**config.mk**
```make
export PLATFORM = sky130hd
export DESIGN_NAME = branch_sched
export DESIGN_NICKNAME = d
export VERILOG_FILES = /design/src/rtl/branch_sched.sv
export SDC_FILE = /design/constraint.sdc
export NUM_CORES = 1
export LEC_CHECK = 0
export CORE_ASPECT_RATIO = 1.25
export CORE_MARGIN = 10
export CORE_UTILIZATION = 35
export CTS_CLUSTER_DIAMETER = 120
export DETAILED_ROUTE_END_ITERATION = 10
export PLACE_DENSITY = 0.65
export SLEW_MARGIN = 20
export SYNTH_ARGS = -nofsm -noshare
export SYNTH_HDL_FRONTEND = slang
export SYNTH_SLANG_ARGS = --single-unit
```
**constraint.sdc**
```tcl
create_clock -name clk -period 3.1 [get_ports clk]
set_input_delay 0.31 -clock clk [delete_from_list [all_inputs] [get_ports clk]]
set_output_delay 0.31 -clock clk [all_outputs]
set_load 0.05 [all_outputs]
```
**src/rtl/branch_sched.sv**
```systemverilog
// Branch scheduler: tracks in-flight predicted branches, resolves them in order,
// and raises a one-cycle flush plus a fetch-recover stall on a mispredict.
package branch_sched_pkg;
    localparam int unsigned word_width = 32;

    typedef struct packed {
        logic                  pred_taken;
        logic [word_width-1:0] pred_target;
        logic [word_width-1:0] fallthrough;
    } entry_t;
endpackage

module branch_sched
    import branch_sched_pkg::*;
#(
    parameter int unsigned DEPTH          = 4,
    parameter int unsigned RECOVER_CYCLES = 2
) (
    input  logic                        clk,
    input  logic                        reset,
    input  logic                        fetch_valid,
    input  logic                        is_branch,
    input  logic [word_width-1:0]       inst_addr,
    input  logic                        branch_predicted,
    input  logic [word_width-1:0]       branch_addr,
    output logic                        save_inst_addr,
    output logic                        fetch_stall,
    input  logic                        resolve_valid,
    input  logic                        resolve_taken,
    input  logic [word_width-1:0]       resolve_target,
    output logic                        handling_pred,
    output logic                        branch_taken,
    output logic                        flush,
    output logic [word_width-1:0]       redirect_addr,
    output logic [$clog2(DEPTH):0]      inflight_count,
    output logic                        resolve_err
);
    localparam int unsigned PW = $clog2(DEPTH);
    localparam int unsigned CW = PW + 1;
    localparam int unsigned RW = $clog2(RECOVER_CYCLES + 1);

    typedef enum logic [1:0] {IDLE, TRACK, RECOVER} state_t;

    state_t          state, next_state;
    logic [RW-1:0]   rec_cnt, next_rec_cnt;
    logic [PW-1:0]   head, tail;
    logic [CW-1:0]   count, count_adj, next_count;
    entry_t          mem [DEPTH];
    entry_t          head_entry;

    logic in_recover, full, enq, pop, mispredict;

    assign in_recover     = (state == RECOVER);
    assign full           = (count == CW'(DEPTH));
    assign save_inst_addr = fetch_valid & ~in_recover;
    assign fetch_stall    = full | in_recover;
    assign enq            = fetch_valid & is_branch & ~fetch_stall;
    assign pop            = resolve_valid & (count != '0);
    assign head_entry     = mem[head];
    assign mispredict     = pop & ((resolve_taken != head_entry.pred_taken) |
                                   (resolve_taken & (resolve_target != head_entry.pred_target)));
    assign count_adj      = count + CW'(enq) - CW'(pop);
    assign next_count     = mispredict ? '0 : count_adj;
    assign inflight_count = count;

    // FSM state and recover counter
    always_ff @(posedge clk) begin
        if (!reset) begin
            state   <= IDLE;
            rec_cnt <= '0;
        end else begin
            state   <= next_state;
            rec_cnt <= next_rec_cnt;
        end
    end

    // Occupancy picks IDLE/TRACK; a mispredict overrides with a timed recover window
    always_comb begin
        next_state   = state;
        next_rec_cnt = rec_cnt;
        if (mispredict) begin
            next_state   = RECOVER;
            next_rec_cnt = RW'(RECOVER_CYCLES - 1);
        end else if (in_recover) begin
            if (rec_cnt == '0) begin
                next_state = IDLE;
            end else begin
                next_rec_cnt = rec_cnt - RW'(1);
            end
        end else begin
            next_state = (next_count == '0) ? IDLE : TRACK;
        end
    end

    // Queue pointers; a mispredict empties the queue and drops a same-cycle enqueue
    always_ff @(posedge clk) begin
        if (!reset) begin
            head  <= '0;
            tail  <= '0;
            count <= '0;
        end else if (mispredict) begin
            head  <= '0;
            tail  <= '0;
            count <= '0;
        end else begin
            if (pop) head <= head + PW'(1);
            if (enq) tail <= tail + PW'(1);
            count <= next_count;
        end
    end

    always_ff @(posedge clk) begin
        if (enq) begin
            mem[tail] <= '{pred_taken:  branch_predicted,
                           pred_target: branch_addr,
                           fallthrough: inst_addr + word_width'(4)};
        end
    end

    // Predictor-update and redirect strobes; taken/redirect hold between strobes
    always_ff @(posedge clk) begin
        if (!reset) begin
            handling_pred <= 1'b0;
            branch_taken  <= 1'b0;
            flush         <= 1'b0;
            redirect_addr <= '0;
            resolve_err   <= 1'b0;
        end else begin
            handling_pred <= pop;
            flush         <= mispredict;
            if (pop) branch_taken <= resolve_taken;
            if (mispredict) begin
                redirect_addr <= resolve_taken ? resolve_target : head_entry.fallthrough;
            end
            if (resolve_valid && count == '0) resolve_err <= 1'b1;
        end
    end
endmodule

```
==> key figures, run 1 <==
Clocking
  – Clock Path Buffers: 3
  – Reg clk slew, reported paths: 0.06 ns
  – Root Buffer: clkbuf_16
  – CTS tree: built
  – CTS Buf Count: 29
  – Worst-Skew Late Latency: 0.55 ns
  – H-tree levels: 1
  – Clock sinks: 309

Floorplan
  – Core area: 36300 um2
  – Cell Rows: 78
  – Die Wd: 192 um
  – Starting density of the core: 35.4%
  – Die Y: 234 um
  – Die ar.: 44900 um2
  – I/O pin cnt: 144

Timing
  – Worst clock skew: 0.0112 ns
  – Final worst path period share: 94.9%
  – Setup tns final: 0 ns
  – Final setup vio count: 0
  – Max Slew Vio Count: 0
  – FMAX: 340 MHz
  – Slew HR: 54.3%
  – Final Hold Viols: 0
  – Final Critical Period: 2.94 ns
  – Worst Max-Slew Pin Slew: 0.685 ns
  – RSZ-0062 raised after global routing: false

Placed design
  – Final RePlAce weighted congestion: 0.830
  – I/O Buffers: 143
  – DP HPWL: 22500 um
  – Placed cells: 1439

Finish
  – Layout cells sized above 1: 14.6%
  – Most frequent cells in the layout: 260 x edfxtp_1, 142 x clkdlybuf4s50_1, 56 x xnor2_1
  – Fill count: 3214
  – Area delta synth->final: 25.0%
  – Fin cells: 1499
  – Ant diodes: 0
  – Util after Layout: 44.3%
  – Multi-input gate area: 3730 um2
  – Nets: 1109
  – Commonest non-fill, non-tap cell in the layout: edfxtp_1
  – Seq. cell area: 8800 um2

Yosys
  – Syn_nets: 938
  – Register area share after synthesis: 68.3%
  – Synth Area per Inst: 15.6 um2
  – Mapped Cells: 826
  – Main synth FF type: edfxtp_1
  – EDFF count, synth: 260
  – Mapped Area: 12900 um2
  – Post-synthesis cell type count: 51
  – Post-synth ARST share: 0%
  – Register bit total from synthesis: 309
  – YS warnings: 0

Drt
  – Drt drc: 0
  – Post-DRT Antenna Nets: 0
  – DR vias/cell: 5.06
  – DRT Pass-1 Iters: 4
  – Via count: 7588
  – Routed WL: 32300 um
  – Routed WL per cell: 21.5 um
  – Iteration-0 DRC count of the detailed router: 712

GRT
  – Total grt overflow: 0
  – Initial antenna violation count: 0
  – Total Routing Usage GR: 14.1%
  – Vias in the first global route: 7847
  – First-pass GRT wire length: 48300 um
  – Largest net degree at the start of global routing: 67

Critical path
  – Worst setup path class: flop to flop
  – Crit path required time: 3.57 ns
  – Crit path DAT: 3.41 ns
  – CP Launch Type: flop
  – CP endpoint kind: flop
  – CP max FO: 15

Pwr
  – Peak VDD IR: 403 uV
  – PD cells: 671 nW/um2
  – Leak pwr: 5.23 nW

Job
  – Max-Cap Viols: 0

Min path
  – Worst min path class: input pin to flop

Run status
  – Outcome: finished, final reports clean
## state kept, by name, indices dropped and copies added (netlist names), named ones only
signal          flops
mem               260
redirect_addr      32
inflight_count      3
head                2
rec_cnt             2
state               2
tail                2
branch_taken        1
flush               1
handling_pred       1
resolve_err         1
## critical path, stage by stage (launching register included)
cell and delay [ns]:
dfxtp_4 0.46, mux4_2 0.54, xnor2_1 0.17, o2111ai_1 0.13, or4_1 0.48, nor4_4 0.43
nand4_1 0.24, buf_6 0.25, a2bb2oi_1 0.16
## power breakdown
group	total (mW)	internal, mW	switching, mW
clock	3.57	2.07	1.49
combinational	2.21	0.899	1.31
sequential	5.03	4.84	0.183
## per-layer routing
metal  GRT usage [%]  up-vias  share of wire (%)
met2            24.3      195                 51
met3            2.73       39                5.5
met1            17.7     3820                 42
met5               0        -                  0
met4            4.33        0                2.3
li1                -     3534                  -
## synth_stat cells, types with 2 or more instances
library cell | count | area, um2
nor2b_1 | 2 | 12.5
o22ai_1 | 4 | 25.0
nor2_1 | 17 | 63.8
mux2i_1 | 34 | 340
o311ai_0 | 2 | 17.5
and4_1 | 3 | 26.3
edfxtp_1 | 260 | 7810
nor3_1 | 40 | 200
buf_1 | 3 | 11.3
nand2b_1 | 2 | 12.5
xor2_1 | 6 | 52.6
and2_1 | 8 | 50.1
xnor2_1 | 56 | 490
buf_4 | 3 | 22.5
a31oi_1 | 2 | 12.5
o311a_1 | 2 | 20.0
or3_1 | 2 | 12.5
nand4_1 | 13 | 81.3
dfxtp_1 | 49 | 981
nand2_1 | 19 | 71.3
o21ai_0 | 35 | 175
clkbuf_1 | 22 | 82.6
nand3_1 | 18 | 90.1
mux4_2 | 47 | 1060
buf_2 | 15 | 75.1
ha_1 | 8 | 100
inv_1 | 45 | 169
a22oi_1 | 3 | 22.5
a21oi_1 | 42 | 210
or2_2 | 2 | 12.5
mux2_2 | 3 | 33.8
o221ai_1 | 2 | 17.5
and3_1 | 7 | 43.8
a2bb2oi_1 | 32 | 280
o21a_1 | 2 | 15.0
## final timing paths
check	start	to	slack, ns	cells after the start
setup reg to reg	flop	redirect_addr[15]$_SDFFE_PN0P_	0.16	8
hold reg to reg	resolve_err$_SDFFE_PN0P_	resolve_err$_SDFFE_PN0P_	0.46	2
setup / recovery	flop	redirect_addr[15]$_SDFFE_PN0P_	0.16	8
hold / removal	branch_addr[25]	mem[2][57]$_DFFE_PP_	0.40	1
## cell families after synthesis
kind of cell,after synthesis,share of synthesized area (%)
adders and majority gates,9,0.933
DFF,309,68.3
AOI/OAI and AO/OA,133,6.75
and+or+nand+nor,138,5.68
muxes,85,11.2
xor gates and xnor gates,62,4.22
buffers and inverters,90,2.92
## timing repair
action                     in CTS  in global routing
setup endpoints to repair       0                 36
resized for setup               0                  5
hold buffers                    0                  0
setup buffers                   0                  7
## final cells by class
class	instances	area share [%]
clock buffers	35	4.71
clock inverters	18	1.23
inverters	46	1.07
multi-input cells	427	23.2
flip-flops and latches	309	54.7
well taps	480	3.73
repair buffers	184	11.4
## stage by stage
stage                     area (um2)  power, mW  worst slack [ns]  hold WS (ns)
after floorplan                12900       6.44             0.321         0.409
after global placement         15100       7.30             0.104         0.448
after detailed placement       15100       7.34            0.0687         0.455
after CTS                      16000       10.9           0.00666         0.372
after global routing           16100       11.2            0.0209         0.391
final                          16100       10.8             0.158         0.399
Power figures use the tool's default switching activity.
==> inputs of run 2 (changes only) <==
- SKIP_CTS_REPAIR_TIMING: not set -> 1
==> results of run 2 <==
Final layout, timing and power as in run 1 (identical DEF).
